--- config.mk ---
export PLATFORM = sky130hd
export DESIGN_NAME = uart_line_buffer
export DESIGN_NICKNAME = d
export VERILOG_FILES = /design/src/rtl/uart_line_buffer_pkg.sv /design/src/rtl/uart_line_buffer_ram.sv /design/src/rtl/uart_line_buffer.sv
export SDC_FILE = /design/constraint.sdc
export NUM_CORES = 1
export LEC_CHECK = 0
export BUFFER_PORTS_ARGS = -buffer_cell sky130_fd_sc_hd__clkbuf_2
export CELL_PAD_IN_SITES_DETAIL_PLACEMENT = 2
export CELL_PAD_IN_SITES_GLOBAL_PLACEMENT = 2
export CORE_MARGIN = 2
export CORE_UTILIZATION = 40
export CTS_CLUSTER_DIAMETER = 60
export CTS_CLUSTER_SIZE = 12
export DETAILED_ROUTE_END_ITERATION = 16
export PLACE_DENSITY = 0.77
export SYNTH_ARGS = -nofsm -noshare
export SYNTH_HDL_FRONTEND = slang
export SYNTH_SLANG_ARGS = --single-unit
export TNS_END_PERCENT = 5
--- constraint.sdc ---
create_clock -name clock -period 3.9 [get_ports clock]
set_clock_uncertainty 0.15 [all_clocks]
set_input_delay 0.39 -clock clock [delete_from_list [all_inputs] [get_ports clock]]
set_output_delay 0.39 -clock clock [all_outputs]
set_load 0.02 [all_outputs]
--- src/rtl/uart_line_buffer_pkg.sv ---
// Shared constants and FSM encoding for the UART line buffer.
package uart_line_buffer_pkg;

   localparam logic [7:0] ASCII_BS = 8'h08;
   localparam logic [7:0] ASCII_LF = 8'h0A;
   localparam logic [7:0] ASCII_CR = 8'h0D;

   typedef enum logic [2:0] {
      S_CAPTURE  = 3'd0,
      S_POP_WAIT = 3'd1,
      S_FETCH    = 3'd2,
      S_PUSH     = 3'd3,
      S_SEND_LF  = 3'd4,
      S_DONE     = 3'd5
   } state_t;

endpackage

--- src/rtl/uart_line_buffer_ram.sv ---
// Simple dual-port line store: one synchronous write port, one synchronous
// read port, no reset (contents survive reset by design).
module uart_line_buffer_ram #(
   parameter int DEPTH  = 64,
   parameter int ADDR_W = 6
) (
   input  logic              clock,
   input  logic              i_wr_en,
   input  logic [ADDR_W-1:0] i_wr_addr,
   input  logic [7:0]        i_wr_data,
   input  logic [ADDR_W-1:0] i_rd_addr,
   output logic [7:0]        o_rd_data
);

   logic [7:0] r_mem [DEPTH];
   logic [7:0] r_rd_data;

   // Write port.
   always_ff @(posedge clock) begin
      if (i_wr_en) r_mem[i_wr_addr] <= i_wr_data;
   end

   // Read port, one cycle of latency; reads every cycle so data holds while the address holds.
   always_ff @(posedge clock) begin
      r_rd_data <= r_mem[i_rd_addr];
   end

   assign o_rd_data = r_rd_data;

endmodule

--- src/rtl/uart_line_buffer.sv ---
// Line-oriented store between uart_rx and uart_tx: captures one line with
// backspace editing, then replays it to the transmitter on request.
//
// state     | meaning
// ----------+----------------------------------------------------------
// CAPTURE   | idle/capturing; pops rx chars, or starts a pending send
// POP_WAIT  | one-cycle gap so rx_data_present reflects the last pop
// FETCH     | RAM read of rd_ptr in flight
// PUSH      | hand RAM byte to uart_tx when it has room
// SEND_LF   | hand trailing LF to uart_tx when it has room
// DONE      | clear the line and drop busy
module uart_line_buffer
   import uart_line_buffer_pkg::*;
#(
   parameter int         DEPTH     = 64,
   parameter int         ADDR_W    = 6,
   parameter logic [7:0] EOL_CHAR  = ASCII_CR,
   parameter bit         APPEND_LF = 1'b1
) (
   input  logic              clock,
   input  logic              reset,
   input  logic [7:0]        i_rx_data,
   input  logic              i_rx_data_present,
   output logic              o_read_from_uart,
   output logic [7:0]        o_tx_data,
   output logic              o_write_to_uart,
   input  logic              i_tx_full,
   input  logic              i_send,
   output logic [ADDR_W:0]   o_line_length,
   output logic              o_line_ready,
   output logic              o_overflow,
   output logic              o_busy
);

   localparam int               CNT_W    = ADDR_W + 1;
   localparam logic [CNT_W-1:0] FULL_CNT = CNT_W'(DEPTH);
   localparam logic [CNT_W-1:0] ONE      = CNT_W'(1);

   state_t           r_state;
   state_t           w_state_next;
   logic [CNT_W-1:0] r_count;
   logic [CNT_W-1:0] r_rd_ptr;
   logic [CNT_W-1:0] w_rd_ptr_inc;
   logic             r_line_ready;
   logic             r_overflow;
   logic             r_busy;
   logic             r_send_pending;
   logic [7:0]       r_tx_data;
   logic             r_write;
   logic             w_pop;
   logic             w_start;
   logic             w_start_empty;
   logic             w_push_char;
   logic             w_push_lf;
   logic             w_done;
   logic             w_is_bs;
   logic             w_full;
   logic             w_wr_en;
   logic [7:0]       w_rd_data;

   assign w_rd_ptr_inc = r_rd_ptr + ONE;
   assign w_is_bs      = (i_rx_data == ASCII_BS);
   assign w_full       = (r_count == FULL_CNT);
   assign w_wr_en      = w_pop && !w_is_bs && !w_full;

   uart_line_buffer_ram #(
      .DEPTH  (DEPTH),
      .ADDR_W (ADDR_W)
   ) u_line_ram (
      .clock     (clock),
      .i_wr_en   (w_wr_en),
      .i_wr_addr (r_count[ADDR_W-1:0]),
      .i_wr_data (i_rx_data),
      .i_rd_addr (r_rd_ptr[ADDR_W-1:0]),
      .o_rd_data (w_rd_data)
   );

   // State register.
   always_ff @(posedge clock) begin
      if (reset) r_state <= S_CAPTURE;
      else       r_state <= w_state_next;
   end

   // Next-state and per-cycle control strobes; a pop always wins over starting a send.
   always_comb begin
      w_state_next  = r_state;
      w_pop         = 1'b0;
      w_start       = 1'b0;
      w_start_empty = 1'b0;
      w_push_char   = 1'b0;
      w_push_lf     = 1'b0;
      w_done        = 1'b0;
      case (r_state)
         S_CAPTURE: begin
            if (i_rx_data_present && !r_line_ready) begin
               w_pop        = 1'b1;
               w_state_next = S_POP_WAIT;
            end else if (r_send_pending) begin
               if (r_count == '0) begin
                  w_start_empty = 1'b1;
                  w_state_next  = APPEND_LF ? S_SEND_LF : S_CAPTURE;
               end else begin
                  w_start      = 1'b1;
                  w_state_next = S_FETCH;
               end
            end
         end
         S_POP_WAIT: w_state_next = S_CAPTURE;
         S_FETCH:    w_state_next = S_PUSH;
         S_PUSH: begin
            if (!i_tx_full) begin
               w_push_char = 1'b1;
               if (w_rd_ptr_inc == r_count) w_state_next = APPEND_LF ? S_SEND_LF : S_DONE;
               else                         w_state_next = S_FETCH;
            end
         end
         S_SEND_LF: begin
            if (!i_tx_full) begin
               w_push_lf    = 1'b1;
               w_state_next = S_DONE;
            end
         end
         S_DONE: begin
            w_done       = 1'b1;
            w_state_next = S_CAPTURE;
         end
         default: w_state_next = S_CAPTURE;
      endcase
   end

   // Line count, flags, read pointer and transmit byte.
   always_ff @(posedge clock) begin
      if (reset) begin
         r_count        <= '0;
         r_rd_ptr       <= '0;
         r_line_ready   <= 1'b0;
         r_overflow     <= 1'b0;
         r_busy         <= 1'b0;
         r_send_pending <= 1'b0;
         r_tx_data      <= '0;
         r_write        <= 1'b0;
      end else begin
         r_send_pending <= i_send | (r_send_pending & ~(w_start | w_start_empty));
         r_write        <= w_push_char | w_push_lf;
         if (w_pop) begin
            if (w_is_bs) begin
               if (r_count != '0) r_count <= r_count - ONE;
            end else if (w_full) begin
               r_overflow <= 1'b1;
            end else begin
               r_count <= r_count + ONE;
               if (i_rx_data == EOL_CHAR) r_line_ready <= 1'b1;
            end
         end
         if (w_start) begin
            r_busy   <= 1'b1;
            r_rd_ptr <= '0;
         end
         if (w_start_empty && APPEND_LF) r_busy <= 1'b1;
         if (w_push_char) begin
            r_tx_data <= w_rd_data;
            r_rd_ptr  <= w_rd_ptr_inc;
         end
         if (w_push_lf) r_tx_data <= ASCII_LF;
         if (w_done) begin
            r_count      <= '0;
            r_line_ready <= 1'b0;
            r_busy       <= 1'b0;
         end
      end
   end

   // Strobes are gated by reset so they drop in the cycle reset is raised.
   assign o_read_from_uart = w_pop & ~reset;
   assign o_write_to_uart  = r_write & ~reset;
   assign o_tx_data        = r_tx_data;
   assign o_line_length    = r_count;
   assign o_line_ready     = r_line_ready;
   assign o_overflow       = r_overflow;
   assign o_busy           = r_busy;

endmodule

* Word-level counts from Yosys, hierarchy flattened
Memories as Yosys holds them, arrays and structs flattened. A register that Yosys moved wholly into a read port is not among the register bits.
Index checks and enable logic that the tools add are counted.
** Storage, ports and cells
- Bits in registers :: 30
- Memory bits (writable) :: 512
- Input bits :: 13
- Memories kept :: 1
** Cells by class
- Add/subtract/negate cells :: 3
- Eq/ne operators :: 13
- Muxes and demuxes :: 32
- Bitwise gates (word level) :: 10
- Reductions and logical operators :: 18
** Memory list
- u_line_ram.r_mem :: depth 64, bits a word 8, rd ports 1, clocked after Yosys merged registers in 1, write ports 1, line uart_line_buffer_ram.sv:15 : logic [7:0] r_mem [DEPTH];
** Operators with widths (number)
- 7-bit two-way mux :: 5
- 1-bit two-way mux :: 18
- 3-bit two-way mux :: 6
- 8-bit by 4-bit equality test with 1-bit output (second input constant) :: 2
- 7-bit by 1-bit adder with 7-bit output (second input constant) :: 2
- 3-bit case mux with 4 select lines :: 1
- 3-bit AND reduction :: 3
- 4-bit two-way mux :: 2
- 7-bit equality test :: 1
- 7-bit equality test (second input constant) :: 1
- 7-bit zero test :: 1
- 7-bit nonzero test :: 1
- 7-bit by 1-bit subtractor with 7-bit output (second input constant) :: 1
- 3-bit by 2-bit equality test with 1-bit output (second input constant) :: 2
- 3-bit equality test (second input constant) :: 2
- 2-bit inequality test (second input constant) :: 3
- 2-bit nonzero test :: 3
- 1-bit NOT :: 4
- 4-bit AND reduction :: 1
- 2-bit OR reduction :: 2
- 1-bit bitwise AND :: 3
- 1-bit logical AND :: 3
- 1-bit zero test :: 3
- 3-bit zero test :: 1
- other kinds (3) :: 5

* Logic depth before layout (Yosys ltp)
- Depth after elaboration :: 9
- Gate-level depth with buffers :: 10

* Hierarchy
A second synthesis with hierarchy kept.
** Unflattened totals
- Cells, all modules :: 1150
- Area, all modules :: 21856.0 µm²
** By module, submodules not included
- uart_line_buffer_ram :: instances 1, cells each 940, area an instance 20166.8 µm², seq. area each 15534.9 µm²
- uart_line_buffer :: instances 1, cells each 210, area an instance 1689.1 µm², seq. area each 600.6 µm²

* Worst setup path after synthesis
OpenSTA, ideal clock, no wires.
- Path kind :: input to register
- Start :: in i_rx_data[5]
- End :: reg r_count[6], in the netlist o_line_length[6]
- Arrival :: 2.478 ns
- Required time :: 3.680 ns
- Slack :: 1.201 ns
- Stages :: 10
- Path through :: nor4_2 > nand4b_1 > inv_2 > ha_1 > nor2b_1 > o31a_1 > o21a_1 > or3_1 > a31o_2 > a21oi_1
** On the way
- Word-level cells in the longest chain between the ends :: 3
- Elaborated cells between the ends (all ways) :: 5
- Classes of those cells :: 3 x eq/ne; 1 x mux; 1 x reduce/logical
** Ends and longest elaborated chain
- from (decl) :: line uart_line_buffer.sv:22 : input logic [7:0] i_rx_data,
- 8-bit by 4-bit equality test with 1-bit output (*) :: line uart_line_buffer.sv:62 : assign w_is_bs = (i_rx_data == ASCII_BS);
- 2-bit by 1-bit inequality test with 1-bit output (no line) or 2-bit inequality test (tied branches)
- 3-bit AND reduction (no line)
- to (signal assigned) :: line uart_line_buffer.sv:147 : if (r_count != '0) r_count <= r_count - ONE;
- to (signal assigned) :: line uart_line_buffer.sv:151 : r_count <= r_count + ONE;
- to (decl) :: line uart_line_buffer.sv:41 : logic [CNT_W-1:0] r_count;
Every way passes the cells marked *; elsewhere a longest branch is shown, timed or not.
A chain may end at the register's enable or synchronous reset.

* Worst setup path in the final report
- Start :: reg r_state[2]
- End :: mem u_line_ram.r_mem[50][3] (enable)
** On the way
- Word-level cells in the longest chain between the ends :: 6
** Ends and longest elaborated chain
- from (decl) :: line uart_line_buffer.sv:39 : state_t r_state;
- from (signal assigned) :: line uart_line_buffer.sv:81 : else r_state <= w_state_next;
- 3-bit zero test :: line uart_line_buffer.sv:93 : case (r_state)
- 1-bit two-way mux :: line uart_line_buffer.sv:93
- 1-bit logical AND (2 in a row) :: line uart_line_buffer.sv:64 : assign w_wr_en = w_pop && !w_is_bs && !w_full;
- 1-bit two-way mux :: line uart_line_buffer_ram.sv:20 : if (i_wr_en) r_mem[i_wr_addr] <= i_wr_data;
- 1-bit two-way mux (not written as such) :: line uart_line_buffer_ram.sv:20
- to (decl) :: line uart_line_buffer_ram.sv:15
No other way between the ends.

==> results.json <==
{
  "grt_pass1_vias": 12856,
  "end_kind": "flip-flop",
  "routed_wl_um": 63600,
  "clkSlewWorstSetupHoldPaths_ns": 0.06,
  "grt_pass1_wl_um": 92500,
  "clk_path_buf_depth": 3,
  "min_path_type": "input port to flip-flop",
  "worstPathArrival_ns": 3.57,
  "final_net_count": 1289,
  "totalPowerFinal_mw": 12.0,
  "drv_cap": 0,
  "yosys.cell_types.count": 62,
  "start_util_pct": 40.7,
  "via_per_inst": 5.94,
  "htree_levels": 2,
  "dp_slack_ns": 0.367,
  "fmax_ghz": 0.287,
  "wire_per_inst_um": 31.8,
  "clock_latency_ns": 0.62,
  "min_period_ns": 3.49,
  "worstReg2RegStart": "r_state[2]",
  "final_antenna_net_count": 0,
  "async_reset_ff_share_pct": 0,
  "grt_usage_pct": 22.7,
  "ys_seq_area_share_pct": 73.3,
  "outcome": "finished clean",
  "rows": 85,
  "diodes": 0,
  "cp_max_fo": 8,
  "die_w_um": 239,
  "cpPeakStageDelay_ns": 0.90,
  "period_share_pct": 89.4,
  "path_class": "flip-flop to flip-flop",
  "ys.flop_type": "edfxtp_1",
  "n_fill_cell": 4899,
  "avgSynthCellArea_um2": 18.3,
  "combPwrFrac_pct": 3.3,
  "drc_errors": 0,
  "synthCells": 1203,
  "grt_max_degree": 66,
  "cp_data_required_time_ns": 3.98,
  "p_sw_mw": 2.57,
  "place.gp.congestion": 0.842,
  "critPathMostFrequentCell": "nor2_1",
  "startpoint_type": "flip-flop",
  "fp.coreArea_um2": 54100,
  "synthTopCellsByArea": "edfxtp_1 (70%), mux4_2 (11%), dfxtp_1 (3.5%), mux2i_1 (2.6%), nor2_1 (1.8%)",
  "synth_nets": 1223,
  "cts_buffers": 53,
  "grt_setup_unrepaired": "no",
  "pwr-share-clk_pct": 42.1,
  "setup_viol": 0,
  "dieArea_um2": 56900,
  "reg2reg_depth": 5,
  "timing.final.ws_setup_ns": 0.413,
  "synthToLayoutAreaGrowth_pct": 12.0,
  "powerDensity_nw_per_um2": 485,
  "multi_input_area_um2": 5460,
  "cpMaxStageDelayCell": "nor2_1",
  "min-delay-start": "i_tx_full",
  "p_seq_share_pct": 54.6,
  "r2r_end": "u_line_ram.r_mem[50][3]",
  "portBuffers": 32,
  "vias": 11886,
  "cts_num_sinks": 550,
  "ff_latch_area_um2": 16100,
  "antenna_found_initial": 0,
  "cts_root_buf": "clkbuf_16",
  "setup_tns_ns": 0,
  "yosys.cell_count.top_type": "edfxtp_1",
  "drtIter0Drc": 991,
  "crit_chain": "nor3_1 -> nand3_1 -> nor2_1 -> nand2_1 -> nor2_1",
  "holdPathEnd": "r_write",
  "critPathTopFamily": "simple AND/OR/NAND/NOR gates",
  "ios": 33,
  "grt_overflow": 0,
  "post_cts_buffers": 0,
  "synth_top_area_share_pct": 69.9,
  "final-hold-violation-count": 0,
  "cts_tree": "built",
  "hold_depth": 3,
  "netlist_area_um2": 22000,
  "slew_headroom_pct": 21.3,
  "ir_drop_mv": 0.315,
  "slew_violations": 0,
  "dp_hpwl_um": 40700,
  "leakage_nw": 7.44,
  "synth.largest_area_cell": "edfxtp_1",
  "dieHeight_um": 239,
  "tightestPinTransition_ns": 1.18,
  "synth_seq_cells": 550,
  "synth-edff-count": 512,
  "firstDrtPassIters": 5,
  "p_sw_share_pct": 21.5,
  "drive_above_1_share_pct": 21.1,
  "synth_commonest_cells": "edfxtp_1 (512), mux4_2 (105), nor2_1 (104), mux2i_1 (58), a21oi_1 (42)",
  "crit_buf_inv": 0,
  "yosys_warnings": 0,
  "fin_util_pct": 45.6,
  "r2r_slack_ns": 0.41,
  "intPower_mw": 9.38
}
[metrics by stage]
step                area [µm²]  hold slack, ns  std cells
floorplan                22000           0.267       1203
global placement         23000           0.274       1909
detailed placement       23000           0.300       1909
CTS                      24700          0.0380       2000
global route             24700          0.0658       2000
finish                   24700          0.0714       2000
[sequential cells by signal, indices dropped and copies added, names as in the netlist]
name / count
r_write: 1
o_line_ready: 1
r_send_pending: 1
o_busy: 1
r_rd_ptr: 7
r_state: 3
o_overflow: 1
u_line_ram.r_mem: 512
u_line_ram.o_rd_data: 8
o_tx_data: 8
o_line_length: 7
[power by group through the flow]
stage	logic (mW)	clock network, mW	registers [mW]
final	0.395	5.03	6.53
after global routing	0.422	5.29	6.53
after CTS	0.398	5.11	6.53
after detailed placement	0.392	0	6.66
after global placement	0.367	0	6.65
after floorplan	0.174	0	6.64
[area by class of cell]
type,count,share of cell area [%]
flip-flops and latches,550,65.5
multi-input cells,578,22.1
clock buffers,82,5.82
well taps,696,3.53
repair buffers,79,2.24
clock inverters,8,0.675
inverters,7,0.107
[metal layers]
layer | part of all wire (%) | track usage, % | vias to the layer above
met5 | 0 | 0 | -
met4 | 2.9 | 7.03 | 0
met3 | 5.6 | 3.94 | 101
met2 | 50 | 37.6 | 400
met1 | 42 | 30.8 | 6436
li1 | - | - | 4949
[cells by family after synthesis]
group,count (synthesis),synth area share [%]
AOI/OAI and AO/OA,141,4.39
xor gates and xnor gates,14,0.557
adders and majority gates,7,0.432
buffers and inverters,75,1.89
DFF,550,73.3
muxes,177,14.1
and+or+nand+nor,239,5.33
[worst min-delay path, cell delays in order]
cell,delay [ns]
clkbuf_2,0.17
a21oi_1,0.09
nor2b_1,0.13
[worst max path at each step]
stage	startpoint	endpoint	slack, ns	cells past startpoint
after detailed placement	i_rx_data[5]	o_line_length[6]	0.37	11
after floorplan	i_rx_data[5]	o_line_length[6]	1.20	10
after global routing	r_state[0]	u_line_ram.r_mem[50][3]	0.29	5
final	r_state[2]	u_line_ram.r_mem[50][3]	0.41	5
after CTS	r_state[0]	u_line_ram.r_mem[26][0]	0.50	5
after global placement	i_rx_data[5]	o_line_length[6]	0.49	11
[cells in the final DEF, fill, tap and decap left out, types with 3 or more instances in the layout]
master       n
nand3b_1     8
o41ai_1      5
xor2_1       3
o21bai_1     3
nor2_1     104
o21a_1       3
nor2b_1     31
nor4_1       4
ha_1         6
xnor2_1     11
and2_1       3
a22oi_1      6
a22o_1       9
mux4_2     105
clkbuf_2    32
nor3_1      10
dfxtp_4      3
nand2b_1     9
o21ai_0     17
clkbuf_1    29
a221oi_1    10
buf_4       43
nor3b_1      5
inv_1        6
mux2_2      14
dfxtp_1     34
o21ai_1      5
o22ai_1      3
buf_12       3
nand3_1     14
clkbuf_16   53
mux2i_1     58
a211oi_1    19
bufinv_16    4
a21oi_1     42
a2111oi_0    7
nand2_1     33
or3_1        4
edfxtp_1   512
[repair_timing]
action / in CTS / in global routing
endpoints found under the hold margin: 1 / 0
hold buffers: 1 / 0
gates resized for setup: 0 / 0
(Power assumes the default switching activity.)
